### src/rtl/nrisc_control_unit.sv
// Multicycle control FSM for the 8-bit Nrisc core: handshaked fetch, decode, sequencing of
// datapath selects, retired-instruction counting and memory-timeout fault detection.
module nrisc_control_unit #(
  parameter int unsigned TIMEOUT = 15,
  parameter int unsigned CNT_W   = 8
) (
  input  logic             clock,
  input  logic             reset,
  input  logic [7:0]       instr,
  input  logic             zero,
  input  logic             mem_ready,
  output logic             pc_write,
  output logic [1:0]       pc_src,
  output logic             ir_write,
  output logic             mem_read,
  output logic             mem_write,
  output logic             mem_addr_sel,
  output logic             reg_write,
  output logic             wb_sel,
  output logic [2:0]       alu_op,
  output logic [1:0]       alu_src_b,
  output logic [2:0]       state,
  output logic [CNT_W-1:0] retired,
  output logic             halted,
  output logic             fault
);

  typedef enum logic [2:0] {
    StFetch  = 3'd0,
    StDecode = 3'd1,
    StExec   = 3'd2,
    StMem    = 3'd3,
    StWb     = 3'd4,
    StHalt   = 3'd5
  } state_e;

  localparam logic [3:0] OpOr   = 4'h3;
  localparam logic [3:0] OpAddi = 4'h4;
  localparam logic [3:0] OpLw   = 4'h5;
  localparam logic [3:0] OpSw   = 4'h6;
  localparam logic [3:0] OpBeq  = 4'h7;
  localparam logic [3:0] OpJr   = 4'h8;
  localparam logic [3:0] OpHalt = 4'hF;
  localparam logic [7:0] WaitLast = 8'(TIMEOUT - 1);

  state_e           state_q, state_d;
  logic [7:0]       wait_q;
  logic [CNT_W-1:0] retired_q;
  logic             halted_q, fault_q;
  logic             retire, timeout, waiting, expired;
  logic [3:0]       op;

  assign op = instr[7:4];

  // Register fields are consumed by the datapath, not by the sequencer.
  logic unused_operands;
  assign unused_operands = ^instr[3:0];

  assign waiting = ((state_q == StFetch) || (state_q == StMem)) && !mem_ready;
  assign expired = (wait_q == WaitLast);

  always_comb begin
    state_d = state_q;
    retire  = 1'b0;
    timeout = 1'b0;
    case (state_q)
      StFetch: begin
        if (mem_ready) begin
          state_d = StDecode;
        end else if (expired) begin
          state_d = StHalt;
          timeout = 1'b1;
        end
      end
      StDecode: begin
        if (op == OpHalt) begin
          state_d = StHalt;
          retire  = 1'b1;
        end else if (op > OpJr) begin
          state_d = StFetch;
          retire  = 1'b1;
        end else begin
          state_d = StExec;
        end
      end
      StExec: begin
        if (op <= OpAddi) begin
          state_d = StWb;
        end else if ((op == OpLw) || (op == OpSw)) begin
          state_d = StMem;
        end else begin
          state_d = StFetch;
          retire  = (op == OpBeq) || (op == OpJr);
        end
      end
      StMem: begin
        if (mem_ready) begin
          state_d = (op == OpLw) ? StWb : StFetch;
          retire  = (op != OpLw);
        end else if (expired) begin
          state_d = StHalt;
          timeout = 1'b1;
        end
      end
      StWb: begin
        state_d = StFetch;
        retire  = 1'b1;
      end
      StHalt:  state_d = StHalt;
      default: state_d = StFetch;
    endcase
  end

  always_ff @(posedge clock) begin
    if (reset) begin
      state_q   <= StFetch;
      wait_q    <= '0;
      retired_q <= '0;
      halted_q  <= 1'b0;
      fault_q   <= 1'b0;
    end else begin
      state_q <= state_d;
      wait_q  <= waiting ? wait_q + 8'd1 : 8'd0;
      if (retire) begin
        retired_q <= retired_q + CNT_W'(1);
      end
      if (state_d == StHalt) begin
        halted_q <= 1'b1;
      end
      if (timeout) begin
        fault_q <= 1'b1;
      end
    end
  end

  // Strobes are forced low while reset is asserted, whatever state the FSM was left in.
  always_comb begin
    pc_write     = 1'b0;
    pc_src       = 2'd0;
    ir_write     = 1'b0;
    mem_read     = 1'b0;
    mem_write    = 1'b0;
    mem_addr_sel = 1'b0;
    reg_write    = 1'b0;
    wb_sel       = 1'b0;
    alu_op       = 3'd0;
    alu_src_b    = 2'd0;
    if (!reset) begin
      case (state_q)
        StFetch: begin
          mem_read = 1'b1;
          if (mem_ready) begin
            ir_write = 1'b1;
            pc_write = 1'b1;
          end
        end
        StExec: begin
          if (op <= OpOr) begin
            alu_op = {1'b0, op[1:0]};
          end else if ((op == OpAddi) || (op == OpLw) || (op == OpSw)) begin
            alu_src_b = 2'd2;
          end else if (op == OpBeq) begin
            alu_op = 3'd1;
            if (zero) begin
              pc_write = 1'b1;
              pc_src   = 2'd1;
            end
          end else if (op == OpJr) begin
            pc_write = 1'b1;
            pc_src   = 2'd2;
          end
        end
        StMem: begin
          mem_addr_sel = 1'b1;
          if (op == OpLw) begin
            mem_read = 1'b1;
          end else begin
            mem_write = 1'b1;
          end
        end
        StWb: begin
          reg_write = 1'b1;
          wb_sel    = (op == OpLw);
        end
        default: ;
      endcase
    end
  end

  assign state   = state_q;
  assign retired = retired_q;
  assign halted  = halted_q;
  assign fault   = fault_q;

endmodule

### config.mk
export PLATFORM = sky130hd
export DESIGN_NAME = nrisc_control_unit
export DESIGN_NICKNAME = d
export VERILOG_FILES = /design/src/rtl/nrisc_control_unit.sv
export SDC_FILE = /design/constraint.sdc
export NUM_CORES = 1
export LEC_CHECK = 0
export ABC_AREA = 1
export ABC_CLOCK_PERIOD_IN_PS = 1250
export BUFFER_PORTS_ARGS = -buffer_cell sky130_fd_sc_hd__clkbuf_2
export CORE_MARGIN = 3
export CORE_UTILIZATION = 46
export DETAILED_ROUTE_END_ITERATION = 16
export PLACE_DENSITY = 0.75
export SLEW_MARGIN = 40
export SYNTH_ARGS = -nofsm -noshare
export SYNTH_HDL_FRONTEND = slang
export SYNTH_SLANG_ARGS = --single-unit
### constraint.sdc
create_clock -name clock -period 1.25 [get_ports clock]
set_input_delay 0.0625 -clock clock [delete_from_list [all_inputs] [get_ports clock]]
set_output_delay 0.0625 -clock clock [all_outputs]
set_load 0.05 [all_outputs]
Word level (Yosys, flattened, before mapping)
Index checks and enable logic that the tools add are counted.

word-level totals
  input port bits = 12
  output and inout bits = 27
  register bits after elaboration = 21

cells by class
  reduce and logical (&&, ||, !) cells = 10
  bitwise gates (word level) = 1
  eq/ne operators = 14
  magnitude comparators = 3
  multiplexer cells = 56
  add/subtract/negate cells = 2

operators with widths
  kind                                                  number
  2-to-1 mux 1 bit                                      31
  2-to-1 mux 2 bit                                      15
  2-to-1 mux 3 bit                                      6
  adder 8 x 1 -> 8 bit, second input constant           2
  equality test 4 x 3 -> 1 bit, second input constant   4
  case mux 3 bit (5 select lines)                       1
  equality test 3 bit, second input constant            3
  equality test 4 bit, second input constant            2
  equality test 8 x 4 -> 1 bit, second input constant   1
  equality test 3 x 2 -> 1 bit, second input constant   2
  logical OR 1 bit                                      5
  greater-than comparator 4 bit, second input constant  1
  <= comparator 4 x 2 -> 1 bit, second input constant   1
  <= comparator 4 x 3 -> 1 bit, second input constant   1
  != test 4 x 3 -> 1 bit, second input constant         1
  case mux 1 bit (2 select lines)                       2
  case mux 1 bit (4 select lines)                       1
  OR reduction 2 bit                                    2
  equality test 3 x 1 -> 1 bit, second input constant   1
  logical NOT 3 bit                                     1
  logical AND 1 bit                                     1
  logical NOT 1 bit                                     1
  NOT 1 bit                                             1

Depth between registers and ports, before layout
  depth in word-level cells = 7
  gate-level depth with buffers = 9
  mapped depth without buffers = 9

Worst setup path before layout
OpenSTA, ideal clock, no wires.

  kind = register -> output
  start point = register state_q[1] (netlist: state[1])
  end point = output port alu_op[0]
  data arrival time = 3390 ps
  setup slack = -2202 ps
  required time = 1188 ps
  cell stages (with the launch flop) = 3
  path through = dfxtp_1 nand3_1 a2111oi_0

on the way
  word-level cells in the longest chain between the ends = 3

RTL lines
  element                       line  source
  start, declared               46    state_e state_q, state_d;
  start signal, assigned        116   state_q <= StFetch;
  start signal, assigned        122   state_q <= state_d;
  equality test 3 x 2 -> 1 bit  149   case (state_q)
  2-to-1 mux 2 bit              149
  2-to-1 mux 2 bit              148   if (!reset) begin
  end, declared                 20    output logic [2:0] alu_op,

No other way between the ends.

Worst setup path after layout
  start point = register state_q[0] (netlist: state[0])
  end point = output port reg_write

on the way
  word-level cells in the longest chain between the ends = 3

RTL lines
  element              line  source
  equality test 3 bit  149
  2-to-1 mux 1 bit     149
  2-to-1 mux 1 bit     148
  end, declared        18    output logic reg_write,

No other way between the ends.

==> impl_metrics.toml <==
[die]
core_area_um2 = 2613
initial_core_util_pct = 51.10
fp.dieW_um = 59.87
rows = 18
num_io_pins = 39
fp.dieH_um = 59.87
dieArea_um2 = 3584

[power]
clkPwrFrac_pct = 19.6
leakagePower_nw = 0.9799
comb_power_share_pct = 38.6
vdd_ir_drop_max_mv = 0.7495
powerDensity_nw_per_um2 = 737.8
p_sw_mw = 0.6609
power_frac_seq_pct = 41.8
p_total_mw = 1.712
cellInternalPower_mw = 1.051
p_sw_share_pct = 38.59

[worst_setup_path]
required_ns = 1.19
worstPathMaxFanout = 5
crit_path_start_kind = "flip-flop"
worst_path_dominant_cell_family = "buffers and inverters"
worst-setup-path-type = "reg -> out"
cp_num_buf_inv = 3
critPathCaptureType = "primary output"
cpPeakStageDelay_ns = 0.41
crit_arrival_ns = 1.59
crit_path_top_delay_cell = "dfxtp_4"
cp_cell_sequence = "inv_1 > nand3_2 > buf_4 > nor2_2 > clkbuf_8"

[clocking]
cts_made_buffers = 3
ctsHtreeMaxLevel = 1
cts_root_buf = "clkbuf_4"
cts_buffer_depth = 2
cts.sinks = 21
cts_tree = "yes"
clk_latency_ns = 0.30
clkTransAtPathRegs_ns = 0.13

[drt]
viasPerCell = 6.267
dr.pass1.iters = 5
drc = 0
wl_um = 6352
routedWlPerCell_um = 21.75
drt_iter0_markers = 191
vias = 1830
ant_nets = 0

[logic_synthesis]
netlist_top_cells_area = "dfxtp_1 (31%), nand2_1 (9.3%), nor2_1 (8.7%)"
synth_warnings = 0
async_flop_share_pct = 0
synth_most_common_cell = "nand2_1"
synthTopCellsByCount = "nand2_1 (33), nor2_1 (31), dfxtp_1 (21)"
ys_seq_elements = 21
synth-edff-count = 0
syn_area_um2 = 1335
ys_dominant_reg_cell = "dfxtp_1"
synth_top_area_share_pct = 31.49
seq_area_frac_synth_pct = 31.49
synthCells = 193
avgSynthCellArea_um2 = 6.917
synth_top_cell_by_area = "dfxtp_1"
yosysUniqueCellTypes = 36

[global_route]
grt_max_degree = 16
grt_pass1_wl_um = 7003
overflow = 0
antenna_found_initial = 0
first_global_vias = 1588
track_usage_pct = 25.29

[sta]
tightest_slew_ns = 0.6986
fin_hold_ws_ns = 0.1986
fin_ws_ns = -0.4060
finClkSkew_ns = 0.01213
relSlewSlack_pct = 53.07
fmax_mhz = 603.9
slew_violations = 0
setup_viol = 29
hold_viol = 0
finalCritPeriodShare_pct = 132.5
period_minus_slack_ns = 1.656
rsz0062_at_grt = "true"

[job]
maxCapViolations = 0

[final_layout]
finish.utilization_pct = 88.84
multi_input_area_um2 = 1146
stdcell_count = 292
fillers = 106
final_nets = 277
ff_latch_area_um2 = 445.4
area_delta_synth_final_pct = 73.85
design_area_um2 = 2321
drive_gt1_share_pct = 57.85

[hold_path]
hp-class = "in -> reg"

[placed_design]
port-buffer-count = 32
gp_congestion = 0.8529
place_inst = 271
hpwl_um = 2697
placed_area_um2 = 1824

[status]
status = "complete, but fails checks"
violations = "negative setup slack"
## timing repair
action                                  in CTS  in global routing
pin swaps                                   16                 14
cloned                                       2                  0
hold buffers                                 0                  0
endpoints found under the setup margin      22                 31
buffers inserted                             9                  7
resized for setup                           48                 48
## kinds of logic after synthesis
family	Yosys count	share of synthesized area (%)
AND/OR/NAND/NOR	110	41.05
other	1	0.2809
AO/OA/AOI/OAI	27	12.84
buffers and inverters	25	7.590
adder cells (fa/ha/maj)	3	2.812
flip-flops	21	31.49
XOR/XNOR	6	3.936
## sequential cells by signal, summed over array words and instances, names as in the netlist
register	count
fault	1
halted	1
retired	8
state	3
wait_q	8
## worst paths after layout
path	startpoint	to	slack, ns	depth (start not counted)
max	state[0]	reg_write	-0.41	5
min reg2reg	halted	halted	0.47	2
max reg2reg	state[2]	retired[5]	-0.26	7
min	mem_ready	state[1]	0.20	4
## area by class of cell
class,instances,area share [%]
well taps,30,1.617
clock buffers,4,1.132
multi-input cells,150,49.38
inverters,21,3.504
diodes,1,0.1078
repair buffers,65,25.07
flip-flops and latches,21,19.19
## per-stage QoR
step                      setup TNS (ns)  setup slack, ns
after CTS                         -2.927          -0.2530
after global placement                 0         0.005607
after floorplan                   -1.269          -0.2187
final                             -6.280          -0.4060
after global routing              -7.599          -0.4113
after detailed placement         -0.2241         -0.05092
## cells in the final DEF, fill, tap and decap left out, types with 4 or more instances in the layout
| cell type | n |
|---|---|
| xor2_1 | 4 |
| o21ai_1 | 5 |
| buf_8 | 8 |
| buf_6 | 11 |
| nor3_1 | 6 |
| dfxtp_4 | 5 |
| buf_4 | 24 |
| a21oi_1 | 5 |
| nand2_2 | 15 |
| nor2_2 | 9 |
| nand3_2 | 7 |
| clkbuf_2 | 18 |
| inv_1 | 17 |
| dfxtp_1 | 11 |
| nor2_1 | 14 |
| dfxtp_2 | 5 |
| a21oi_2 | 6 |
| nor2_4 | 11 |
| nand3_4 | 5 |
| nand2_1 | 25 |
## metal layers
metal  vias to the layer above  wire (µm)  global-route usage, %
li1                        775          -                      -
met1                       865       2053                  26.58
met2                       140       3191                  50.31
met3                        50        568                  3.024
met4                         0        538                  8.544
met5                         -          0                      0
## tightest hold or removal path: stages
cell and delay, ns:
clkbuf_2 0.17, o31ai_1 0.12, nand2_1 0.09, inv_1 0.04
## power groups by stage
| stage | registers (mW) | logic [mW] | clock network, mW |
|---|---|---|---|
| 2_1_floorplan | 0.772 | 0.243 | 0 |
| 3_3_place_gp | 0.722 | 0.423 | 0 |
| 3_5_place_dp | 0.724 | 0.435 | 0 |
| 4_1_cts | 0.709 | 0.532 | 0.339 |
| 5_1_grt | 0.717 | 0.681 | 0.363 |
| 6_report | 0.716 | 0.661 | 0.336 |
No activity file was read; power rests on OpenSTA's default activity.
